File: src/rtl/branch_predictor.sv
// Dynamic branch predictor: direct-mapped BTB with 2-bit counters, F->D prediction register.
// Optional statistics counters are enabled by defining BP_STATS_EN.
module branch_predictor #(
  parameter int unsigned IDX_BITS = 4,
  parameter int unsigned TAG_BITS = 8,
  parameter logic [1:0]  CTR_INIT = 2'b01
) (
  input  logic        clk,
  input  logic        reset,
  input  logic [31:0] pcF,
  input  logic        stallD,
  input  logic        flushD,
  output logic        predtakenF,
  output logic [31:0] predtargetF,
  input  logic        branchD,
  input  logic [31:0] pcD,
  input  logic        equalD,
  input  logic [31:0] pcbranchD,
  output logic        predtakenD,
  output logic        mispredictD,
`ifdef BP_STATS_EN
  output logic [15:0] brcount,
  output logic [15:0] mispcount,
`endif
  output logic [31:0] recoverpcD
);

  localparam int unsigned ENTRIES = 2 ** IDX_BITS;
  localparam int unsigned TAG_LSB = IDX_BITS;
  localparam int unsigned TAG_MSB = IDX_BITS + TAG_BITS - 1;

  logic                valid  [ENTRIES];
  logic [TAG_BITS-1:0] tagMem [ENTRIES];
  logic [31:0]         target [ENTRIES];
  logic [1:0]          ctr    [ENTRIES];

  logic [IDX_BITS-1:0] idxF, idxD;
  logic [TAG_BITS-1:0] tagF, tagD;
  logic                hitF, hitD, updateEn;
  logic                unusedPcBits;

  assign idxF = pcF[IDX_BITS-1:0];
  assign tagF = pcF[TAG_MSB:TAG_LSB];
  assign idxD = pcD[IDX_BITS-1:0];
  assign tagD = pcD[TAG_MSB:TAG_LSB];
  assign unusedPcBits = ^{pcF[31:TAG_MSB+1], pcD[31:TAG_MSB+1]};

  // Fetch-side lookup reads the array before any same-cycle update lands.
  assign hitF        = valid[idxF] && (tagMem[idxF] == tagF);
  assign predtakenF  = hitF && ctr[idxF][1];
  assign predtargetF = hitF ? target[idxF] : 32'd0;

  assign hitD        = valid[idxD] && (tagMem[idxD] == tagD);
  assign updateEn    = branchD && !stallD;
  assign mispredictD = branchD && (predtakenD != equalD);
  assign recoverpcD  = equalD ? pcbranchD : pcD + 32'd1;

  // F->D prediction register
  always_ff @(posedge clk) begin
    if (reset)        predtakenD <= 1'b0;
    else if (flushD)  predtakenD <= 1'b0;
    else if (!stallD) predtakenD <= predtakenF;
  end

  // BTB training from decode; taken misses allocate, not-taken misses are ignored.
  always_ff @(posedge clk) begin
    if (reset) begin
      for (int i = 0; i < int'(ENTRIES); i++) begin
        valid[i]  <= 1'b0;
        tagMem[i] <= '0;
        target[i] <= 32'd0;
        ctr[i]    <= CTR_INIT;
      end
    end else if (updateEn) begin
      if (hitD) begin
        if (equalD) begin
          if (ctr[idxD] != 2'b11) ctr[idxD] <= ctr[idxD] + 2'd1;
          target[idxD] <= pcbranchD;
        end else if (ctr[idxD] != 2'b00) begin
          ctr[idxD] <= ctr[idxD] - 2'd1;
        end
      end else if (equalD) begin
        valid[idxD]  <= 1'b1;
        tagMem[idxD] <= tagD;
        target[idxD] <= pcbranchD;
        ctr[idxD]    <= 2'b10;
      end
    end
  end

`ifdef BP_STATS_EN
  // Saturating branch and mispredict counters
  always_ff @(posedge clk) begin
    if (reset) begin
      brcount   <= 16'd0;
      mispcount <= 16'd0;
    end else begin
      if (updateEn && brcount != 16'hFFFF) brcount <= brcount + 16'd1;
      if (mispredictD && !stallD && mispcount != 16'hFFFF) mispcount <= mispcount + 16'd1;
    end
  end
`endif

endmodule

File: config.mk
export PLATFORM = sky130hd
export DESIGN_NAME = branch_predictor
export DESIGN_NICKNAME = d
export VERILOG_FILES = /design/src/rtl/branch_predictor.sv
export SDC_FILE = /design/constraint.sdc
export NUM_CORES = 1
export LEC_CHECK = 0
export ABC_AREA = 1
export BUFFER_PORTS_ARGS = -buffer_cell sky130_fd_sc_hd__buf_2
export CAP_MARGIN = 20
export CORE_AREA = 10 10 262 264
export CTS_CLUSTER_DIAMETER = 30
export DETAILED_ROUTE_END_ITERATION = 6
export DIE_AREA = 0 0 272 274
export HOLD_SLACK_MARGIN = 0.15
export PLACE_DENSITY = 0.71
export SLEW_MARGIN = 5
export SYNTH_ARGS = -nofsm -noshare
export SYNTH_HDL_FRONTEND = slang
export SYNTH_SLANG_ARGS = --single-unit
File: constraint.sdc
create_clock -name clk -period 10.5 [get_ports clk]
set_input_delay 2.625 -clock clk [delete_from_list [all_inputs] [get_ports clk]]
set_output_delay 2.625 -clock clk [all_outputs]
set_load 0.005 [all_outputs]
# Word-level counts from Yosys, hierarchy flattened
# Memories as Yosys holds them, arrays and structs flattened.
# Cells that the tools add are included.
[op_classes]
eq_ne = 4
n_mux = 40
reduce_logical = 12
bitwise_logic = 3
addsub = 3
[op_table]
columns = ["cell", "n"]
rows = [
  ["$mux W32", 4],
  ["$add A32 B1 Y32 const B", 1],
  ["$reduce_or A32 Y1", 1],
  ["$mux W1", 28],
  ["$eq A8 B8 Y1", 2],
  ["$mux W4", 4],
  ["$mux W8", 1],
  ["$reduce_or A8 Y1", 1],
  ["$mux W2", 3],
  ["$logic_and A1 B1 Y1", 5],
  ["$reduce_or A2 Y1", 2],
  ["$or A1 B1 Y1", 3],
  ["$add A2 B1 Y2 const B", 1],
  ["$ne A2 B2 Y1 const B", 1],
  ["$reduce_bool A2 Y1", 1],
  ["$sub A2 B1 Y2 const B", 1],
  ["$logic_not A1 Y1", 1],
  ["$ne A1 B1 Y1", 1],
  ["$reduce_or A1 Y1", 1],
]
[totals]
regBits = 1
in_bits = 102
ram_bits = 688
word_cells = 67
out_inout_bits = 67
n_memories = 4
[mem_list]
columns = ["name", "words", "width", "rd", "rd_clocked_by_memory_dff", "wr", "line_no", "text"]
rows = [
  ["target", 16, 32, 1, 0, 16, "34", "logic [31:0] target [ENTRIES];"],
  ["tagMem", 16, 8, 2, 0, 16, "33", "logic [TAG_BITS-1:0] tagMem [ENTRIES];"],
  ["ctr", 16, 2, 2, 0, 16, "35", "logic [1:0] ctr [ENTRIES];"],
  ["valid", 16, 1, 2, 0, 16, "32", "logic valid [ENTRIES];"],
]

# Longest topological paths before layout
# Gate-level depths: netlist of run 1.
# An unclocked memory read counts as a cell.
[logic_depth]
depth_word = 12
depth_mapped = 20
ltp_nobuf = 17

# Worst setup path before layout of run 1
# Ideal clock, no wire load.
[synth_path]
path_kind = "input to output"
from = "input port pcD[0]"
to = "output port recoverpcD[25]"
path_slack_ns = 3.600
t_required_ns = 7.875
stages = 17
path_buffers = 3
t_arrival_ns = 4.275
cell_sequence = "buf_6 -> buf_6 -> buf_6 -> nand3_2 -> nor2_2 -> nand2_1 -> nor2_2 -> nand2_2 -> nor2_4 -> nand2_2 -> nor2_4 -> nand3_2 -> nor2_2 -> nand2_1 -> xnor2_1 -> nand2_1 -> o21ai_1"
[synth_between]
elab_chain_len = 2
[synth_lines]
columns = ["item", "line_no", "text"]
rows = [
  ["start: declaration", "16", "input logic [31:0] pcD,"],
  ["$add A32 B1 Y32", "56", "assign recoverpcD = equalD ? pcbranchD : pcD + 32'd1;"],
  ["$mux W32", "56", ""],
  ["end: declaration", "25", "output logic [31:0] recoverpcD"],
]
# Every way passes these cells.

# Worst setup path in the final report of run 1
[layout_path]
from = "input port pcF[1]"
to = "output port predtargetF[30]"
[layout_between]
elab_chain_len = 4
[layout_lines]
columns = ["item", "line_no", "text"]
rows = [
  ["start: declaration", "10", "input logic [31:0] pcF,"],
  ["$mem_v2 Z16 W8", "-", ""],
  ["$eq A8 B8 Y1", "49", "assign hitF = valid[idxF] && (tagMem[idxF] == tagF);"],
  ["$logic_and A1 B1 Y1", "49", ""],
  ["$mux W32 *", "51", "assign predtargetF = hitF ? target[idxF] : 32'd0;"],
  ["end: declaration", "14", "output logic [31:0] predtargetF,"],
]
# Mark *: on every way between the ends. The rest lies on a longest branch, timed or not.

==> reports/metrics.cfg, run 1 <==
[outcome]
status = completed

[detailed_routing]
totalWireLength_um = 106000
ant_nets = 0
wire_per_inst_um = 22.5
met2_length_um = 49600
met1_length_um = 40400
viasPerCell = 5.84
dr_wl_met3_um = 12300
drtIter0Drc = 3460
drc = 0
route.vias.total = 27600
topRoutingLayerUsed = met4
firstDrtPassIters = 5

[yosys]
synthCells = 3696
synth_edf_count = 672
ys_types = 42
avgSynthCellArea_um2 = 9.31
async_flop_share_pct = 0
synth_nets = 3802
syn-cell-area_um2 = 34400
netlist_top_cells_area = edfxtp_1, nor2_1, nand2_1
synthFlopType = edfxtp_1
ys_warn_count = 0
ys_ff_latch = 689
yosys.area.top_type = edfxtp_1
yosysSeqAreaShare_pct = 59.7
synth_top_cell_area_share_pct = 58.7

[timing]
fmax_mhz = 112
tightest_slew_ns = 1.17
setup_viol = 0
clock_skew_ns = 0.0371
slew_headroom_pct = 21.9
min_period_ns = 8.91
setup_tns_ns = 0
period_share_pct = 84.8
postLayoutSetupSlackWorst_ns = 1.59
hold_violations = 0
slew_viol_final = 0
rsz0062_at_grt = no

[placed_design]
routabilityCongestion = 0.918
hpwlAfterDp_um = 59300
io_buffers = 148
dpl_cell_area_um2 = 35500
place_ws_ns = 1.76

[global_routing]
first_global_vias = 26100
grt_overflow = 0
grt_pass1_wl_um = 157000
grt.total_usage_pct = 28.0
grt_max_degree = 157
antenna_found_initial = 0

[cts]
cts_sinks = 689
ctsResizeCount = 0
clk_pin_slew_ns = 0.05
ctsHoldBuffers = 0
clkLatencyLatePin_ns = 0.72
htreeDepth = 4
clock_path_buffers = 3
cts_tree = yes
cts_buffers = 132
cts_root_buffer = clkbuf_16
cts_setup_buffers = 0

[hold_path]
hold-path-cell-count = 2
min_to = valid[8]$_DFF_P_
hp-start = valid[8]$_DFF_P_
hold_class = flop to flop

[die]
die-area_um2 = 74500
row_count = 93
die_w_um = 272
core_um2 = 63600
die_y_um = 274
io_pins = 169
start_util_pct = 54.0

[pwr]
finalPower_w = 0.00818
p_per_area_nw_per_um2 = 203
power_frac_comb_pct = 7.6
switchingPower_w = 0.00193
ir_drop_mv = 0.175
p_seq_share_pct = 39.0
swShare_pct = 23.5
p_leak_nw = 16.7
p_int_w = 0.00626
clkPwrFrac_pct = 53.4

[worst_setup_path]
regToRegSetupSlack_ns = 7.30
r2r_end = ctr[3][1]$_SDFFCE_PN0P_
critPathRequiredTime_ns = 7.88
startpoint = pcF[1]
r2r-start = tagMem[2][4]$_SDFFCE_PN0P_
crit_type = input port to primary output
cp_max_fo = 48
cp-end-kind = primary output
worst-r2r-cell-count = 15
cp_data_arrival_time_ns = 6.28
startpoint_type = input port

[cells_and_area]
final_area_um2 = 40200
finalNetCount = 3866
syn2layout_area_growth_pct = 17.0
drive_gt1_share_pct = 13.5
antenna_cells = 0
final_core_util_pct = 63.2

[run]
maxCapViolations = 0

Yosys cell counts, types with 38 or more instances:
master,n
clkbuf_1,174
buf_1,38
buf_2,43
inv_1,311
o21ai_0,289
nor2_1,792
nand2_1,559
o211ai_1,75
nand3_1,239
edfxtp_1,672
a21oi_1,203
mux2i_1,95
layer usage:
layer	vias up	track usage [%]
li1	12600	-
met1	13100	36.1
met2	1697	44.9
met3	241	6.53
met4	0	11.6
met5	-	0
power groups by stage:
stage	clock (W)	sequential (W)	combinational (W)
after floorplan	0	0.00323	0.000396
after global placement	0	0.00324	0.000591
after detailed placement	0	0.00324	0.000600
after CTS	0.00437	0.00319	0.000605
after global routing	0.00451	0.00320	0.000672
final	0.00437	0.00319	0.000620
cell families (layout without fill, tap and decap cells):
family | count (synthesis) | after routing | synth area share, %
muxes | 129 | 129 | 3.88
adders and majority gates | 4 | 4 | 0.146
buffers and inverters | 619 | 791 | 7.17
AOI/OAI and AO/OA | 591 | 591 | 9.23
and+or+nand+nor | 1646 | 1646 | 19.5
DFF | 689 | 689 | 59.7
xor gates and xnor gates | 18 | 18 | 0.458
state kept, by name, indices dropped and copies added, names as in the netlist:
| name | cells |
|---|---|
| ctr | 32 |
| predtakenD | 1 |
| tagMem | 128 |
| target | 512 |
| valid | 16 |
worst max-delay path by stage:
stage / endpoint / cells past startpoint
detailed placement: predtargetF[30] / 14
global placement: predtargetF[30] / 12
global route: predtargetF[30] / 13
floorplan: recoverpcD[25] / 17
CTS: predtargetF[30] / 14
finish: predtargetF[30] / 13
critical path: stages:
cell and delay (ns):
buf_4 0.50, buf_4 0.62, o211ai_1 0.18, nand3_1 0.26
nand3_1 0.16, nand3_1 0.12, nand3_1 0.07, a21oi_1 0.13
nand2_1 0.07, nor2_1 0.15, nand2_2 0.60, a21oi_1 0.51
buf_2 0.19
layout make-up:
cell class | instances | area, um2
Fill cell | 5067 | 23400
Sequential cell | 689 | 20500
Multi-Input combinational cell | 2388 | 11500
Clock buffer | 153 | 3470
Inverter | 349 | 1320
Timing Repair Buffer | 200 | 1230
Clock inverter | 89 | 1140
Tap cell | 855 | 1070
stage by stage:
| step | hold WS, ns | cells |
|---|---|---|
| after floorplan | 0.445 | 3696 |
| after global placement | 0.452 | 4477 |
| after detailed placement | 0.462 | 4477 |
| after CTS | 0.471 | 4719 |
| after global routing | 0.491 | 4723 |
| final | 0.473 | 4723 |
layout by cell type (no fill, tap or decap), types with 95 or more instances in the layout:
cell	Yosys	final
a21oi_1	203	203
buf_2	43	144
clkbuf_16	0	136
edfxtp_1	672	672
inv_1	311	309
mux2i_1	95	95
nand2_1	559	526
nand3_1	239	239
nor2_1	792	791
o21ai_0	289	289
(Power assumes the default switching activity.)
==> inputs of run 2 (changes only) <==
--- a/config.mk
+++ b/config.mk
@@ -5,15 +5,15 @@
 export SDC_FILE = /design/constraint.sdc
 export NUM_CORES = 1
 export LEC_CHECK = 0
-export ABC_AREA = 1
+export ABC_AREA = 0
 export BUFFER_PORTS_ARGS = -buffer_cell sky130_fd_sc_hd__buf_2
 export CAP_MARGIN = 20
-export CORE_AREA = 10 10 262 264
+export CORE_AREA = 10 10 259 261
 export CTS_CLUSTER_DIAMETER = 30
 export DETAILED_ROUTE_END_ITERATION = 6
-export DIE_AREA = 0 0 272 274
+export DIE_AREA = 0 0 269 271
 export HOLD_SLACK_MARGIN = 0.15
-export PLACE_DENSITY = 0.71
+export PLACE_DENSITY = 0.74
 export SLEW_MARGIN = 5
 export SYNTH_ARGS = -nofsm -noshare
 export SYNTH_HDL_FRONTEND = slang
==> constraint.sdc (replaced) <==
create_clock -name clk -period 7.3 [get_ports clk]
set_input_delay 1.825 -clock clk [delete_from_list [all_inputs] [get_ports clk]]
set_output_delay 1.825 -clock clk [all_outputs]
set_load 0.005 [all_outputs]
==> run 2 against run 1 <==
Final cell count is 28% lower. Largest power group unchanged. Register-to-register slack worse by 4.1 ns. Die area is 2.2% lower. Sequential cell count stayed put. Critical path type unchanged. Hold slack better by 0.0069 ns. Critical path depth is 4 lower. Critical endpoint is now predtargetF[12]. Clock power is 31% higher. Via count is 21% lower. Cell area is 1.2% lower. First-iteration DRC count is 12% lower.
==> reports/metrics.cfg, run 2 <==
[outcome]
status = completed

[die]
row_count = 91  ; -2.2%
core_um2 = 61600  ; -3.2%
io_pins = 169  ; unchanged
start_util_pct = 54.9  ; +0.82 points
die_y_um = 271  ; -1.1%
die_w_um = 269  ; -1.1%
die-area_um2 = 72900  ; -2.2%

[yosys]
yosysSeqAreaShare_pct = 60.7  ; +1.1 points
synth_nets = 2406  ; -37%
ys_ff_latch = 689  ; unchanged
synthCells = 2300  ; -38%
ys_warn_count = 0  ; unchanged
yosys.area.top_type = edfxtp_1
synth_common_cells = edfxtp_1, and2_1, mux4_2
netlist_top_cells_area = edfxtp_1, mux4_2, and2_1
synth_edf_count = 672  ; unchanged
synth.most_common_cell = edfxtp_1
synth_top_cell_area_share_pct = 59.7  ; +1.0 points
async_flop_share_pct = 0  ; unchanged
syn-cell-area_um2 = 33800  ; -1.7%
synthFlopType = edfxtp_1
ys_types = 60  ; +43%
avgSynthCellArea_um2 = 14.7  ; +58%

[placed_design]
io_buffers = 148  ; unchanged
hpwlAfterDp_um = 58000  ; -2.1%
placedCellCount = 3155  ; -30%
dpl_cell_area_um2 = 35500  ; about the same
place_ws_ns = 0.384  ; -1.37 ns
routabilityCongestion = 0.909  ; -0.97%

[global_routing]
antenna_found_initial = 6  ; +6
first_global_vias = 22500  ; -14%
grt_pass1_wl_um = 146000  ; -7.0%
grt_overflow = 0  ; unchanged
grt.total_usage_pct = 27.4  ; -0.56 points
grt_max_degree = 97  ; -38%

[cts]
ctsHoldBuffers = 0  ; unchanged
cts_buffers = 131  ; -0.76%
clkLatencyLatePin_ns = 0.69  ; -0.03 ns
cts_sinks = 689  ; unchanged
htreeDepth = 4  ; unchanged
clock_path_buffers = 3  ; unchanged
cts_setup_buffers = 0  ; unchanged
cts_tree = yes
clk_pin_slew_ns = 0.05  ; about the same
ctsResizeCount = 0  ; unchanged
cts_root_buffer = clkbuf_16

[worst_setup_path]
path_buf_inv = 3  ; unchanged
cp_data_arrival_time_ns = 5.06  ; -1.22 ns
critPathRequiredTime_ns = 5.48  ; -2.40 ns
slowest_stage = mux4_4
cp_max_fo = 34  ; -29%
startpoint_type = input port
worst-r2r-cell-count = 7  ; -8
r2r_end = ctr[7][1]$_SDFFCE_PN0P_
regToRegSetupSlack_ns = 3.21  ; -4.09 ns
crit_chain = buf_8 -> mux4_4 -> mux4_2 -> xnor2_1 -> nand2_1 -> or4_2 -> buf_4 -> nor2b_1 -> buf_2
max_stage_delay_ns = 0.68  ; +0.06 ns
r2r-start = tagMem[14][3]$_SDFFCE_PN0P_
cp-end-kind = primary output
crit_type = input port to primary output
cp_top_family = multiplexers

[detailed_routing]
firstDrtPassIters = 5  ; unchanged
route.vias.total = 21900  ; -21%
drc = 0  ; unchanged
ant_nets = 0  ; unchanged
totalWireLength_um = 99400  ; -6.2%
drtIter0Drc = 3057  ; -12%
viasPerCell = 6.45  ; +11%
wire_per_inst_um = 29.4  ; +31%

[timing]
slew_viol_final = 0  ; unchanged
min_period_ns = 6.89
clock_skew_ns = 0.0272  ; -0.00986 ns
setup_viol = 0  ; unchanged
slew_headroom_pct = 24.2  ; +2.3 points
tightest_slew_ns = 1.13  ; -0.0337 ns
period_share_pct = 94.3
hold_violations = 0  ; unchanged
fmax_mhz = 145
rsz0062_at_grt = no
setup_tns_ns = 0  ; unchanged
postLayoutSetupSlackWorst_ns = 0.413  ; -1.18 ns

[cells_and_area]
finalNetCount = 2560  ; -34%
final.fill_count = 4290  ; -15%
largest_registers = target: 512 flops, tagMem: 128 flops, ctr: 32 flops
final_area_um2 = 39800  ; -1.2%
layout_common_cells = edfxtp_1, and2_1, mux4_2, nor2_1, buf_2
syn2layout_area_growth_pct = 17.6
largest_reg_flops = 512  ; unchanged
instances_no_fill = 3388  ; -28%
regMostFlops = target
drive_gt1_share_pct = 28.0  ; +14 points
layout_commonest_cell = edfxtp_1

[pwr]
p_leak_nw = 14.1  ; -16%
p_per_area_nw_per_um2 = 281  ; +38%
ir_drop_mv = 0.222  ; +27%
finalPower_w = 0.0112  ; +37%

[hold_path]
hold_class = flop to flop
hold-path-cell-count = 2  ; unchanged
hp-start = valid[6]$_DFF_P_
min_to = valid[6]$_DFF_P_

[run]
maxCapViolations = 0  ; unchanged

[run 2: worst max path at each step]
stage,from,end,slack (ns),cells past startpoint
final,pcF[0],predtargetF[12],0.41,9
after global routing,pcF[0],predtargetF[29],0.23,9
after CTS,pcF[0],predtargetF[29],0.40,9
after detailed placement,pcF[0],predtargetF[29],0.38,9
after global placement,pcF[0],predtargetF[7],0.46,9
after floorplan,pcF[0],predtargetF[11],1.05,8
[run 2: cell families after synthesis]
kind of cell / after synthesis / synth area share, %
mux: 276 / 17.1
simple gates: 892 / 14.5
xor+xnor: 40 / 1.04
fa+ha+maj: 4 / 0.148
flops: 689 / 60.7
buf+inv: 232 / 2.96
compound gates: 167 / 3.49
[run 2: per-stage QoR]
stage | hold WS [ns] | utilization, %
final | 0.480 | 64.5
after global routing | 0.502 | 64.5
after global placement | 0.461 | 57.7
after detailed placement | 0.464 | 57.7
after floorplan | 0.440 | -
after CTS | 0.478 | 64.5
[run 2: power breakdown]
group | total, W | leakage [nW] | internal [W] | switching, W
combinational | 0.000824 | 5.54 | 0.000340 | 0.000484
clock | 0.00574 | 2.01 | 0.00379 | 0.00195
sequential | 0.00461 | 6.54 | 0.00454 | 0.0000670
[run 2: cell type report]
type	instances	area (um2)	area share [%]
Timing Repair Buffer	239	1470	3.69
Tap cell	837	1050	2.63
Multi-Input combinational cell	1379	12500	31.4
Clock buffer	154	3470	8.73
Inverter	14	52.6	0.132
Antenna cell	5	12.5	0.0315
Clock inverter	71	718	1.81
Sequential cell	689	20500	51.6
[run 2: routing by layer]
layer / up-vias / global-route usage (%) / part of all wire, %
met3: 221 / 6.78 / 11
met4: 4 / 10.7 / 3.5
met5: - / 0 / 0.021
met1: 11200 / 35.2 / 36
li1: 9013 / - / -
met2: 1461 / 44.3 / 49
[run 2: tightest hold or removal path: stages (launching register included)]
cell and delay, ns:
dfxtp_1 0.32, inv_1 0.05, o32ai_1 0.05
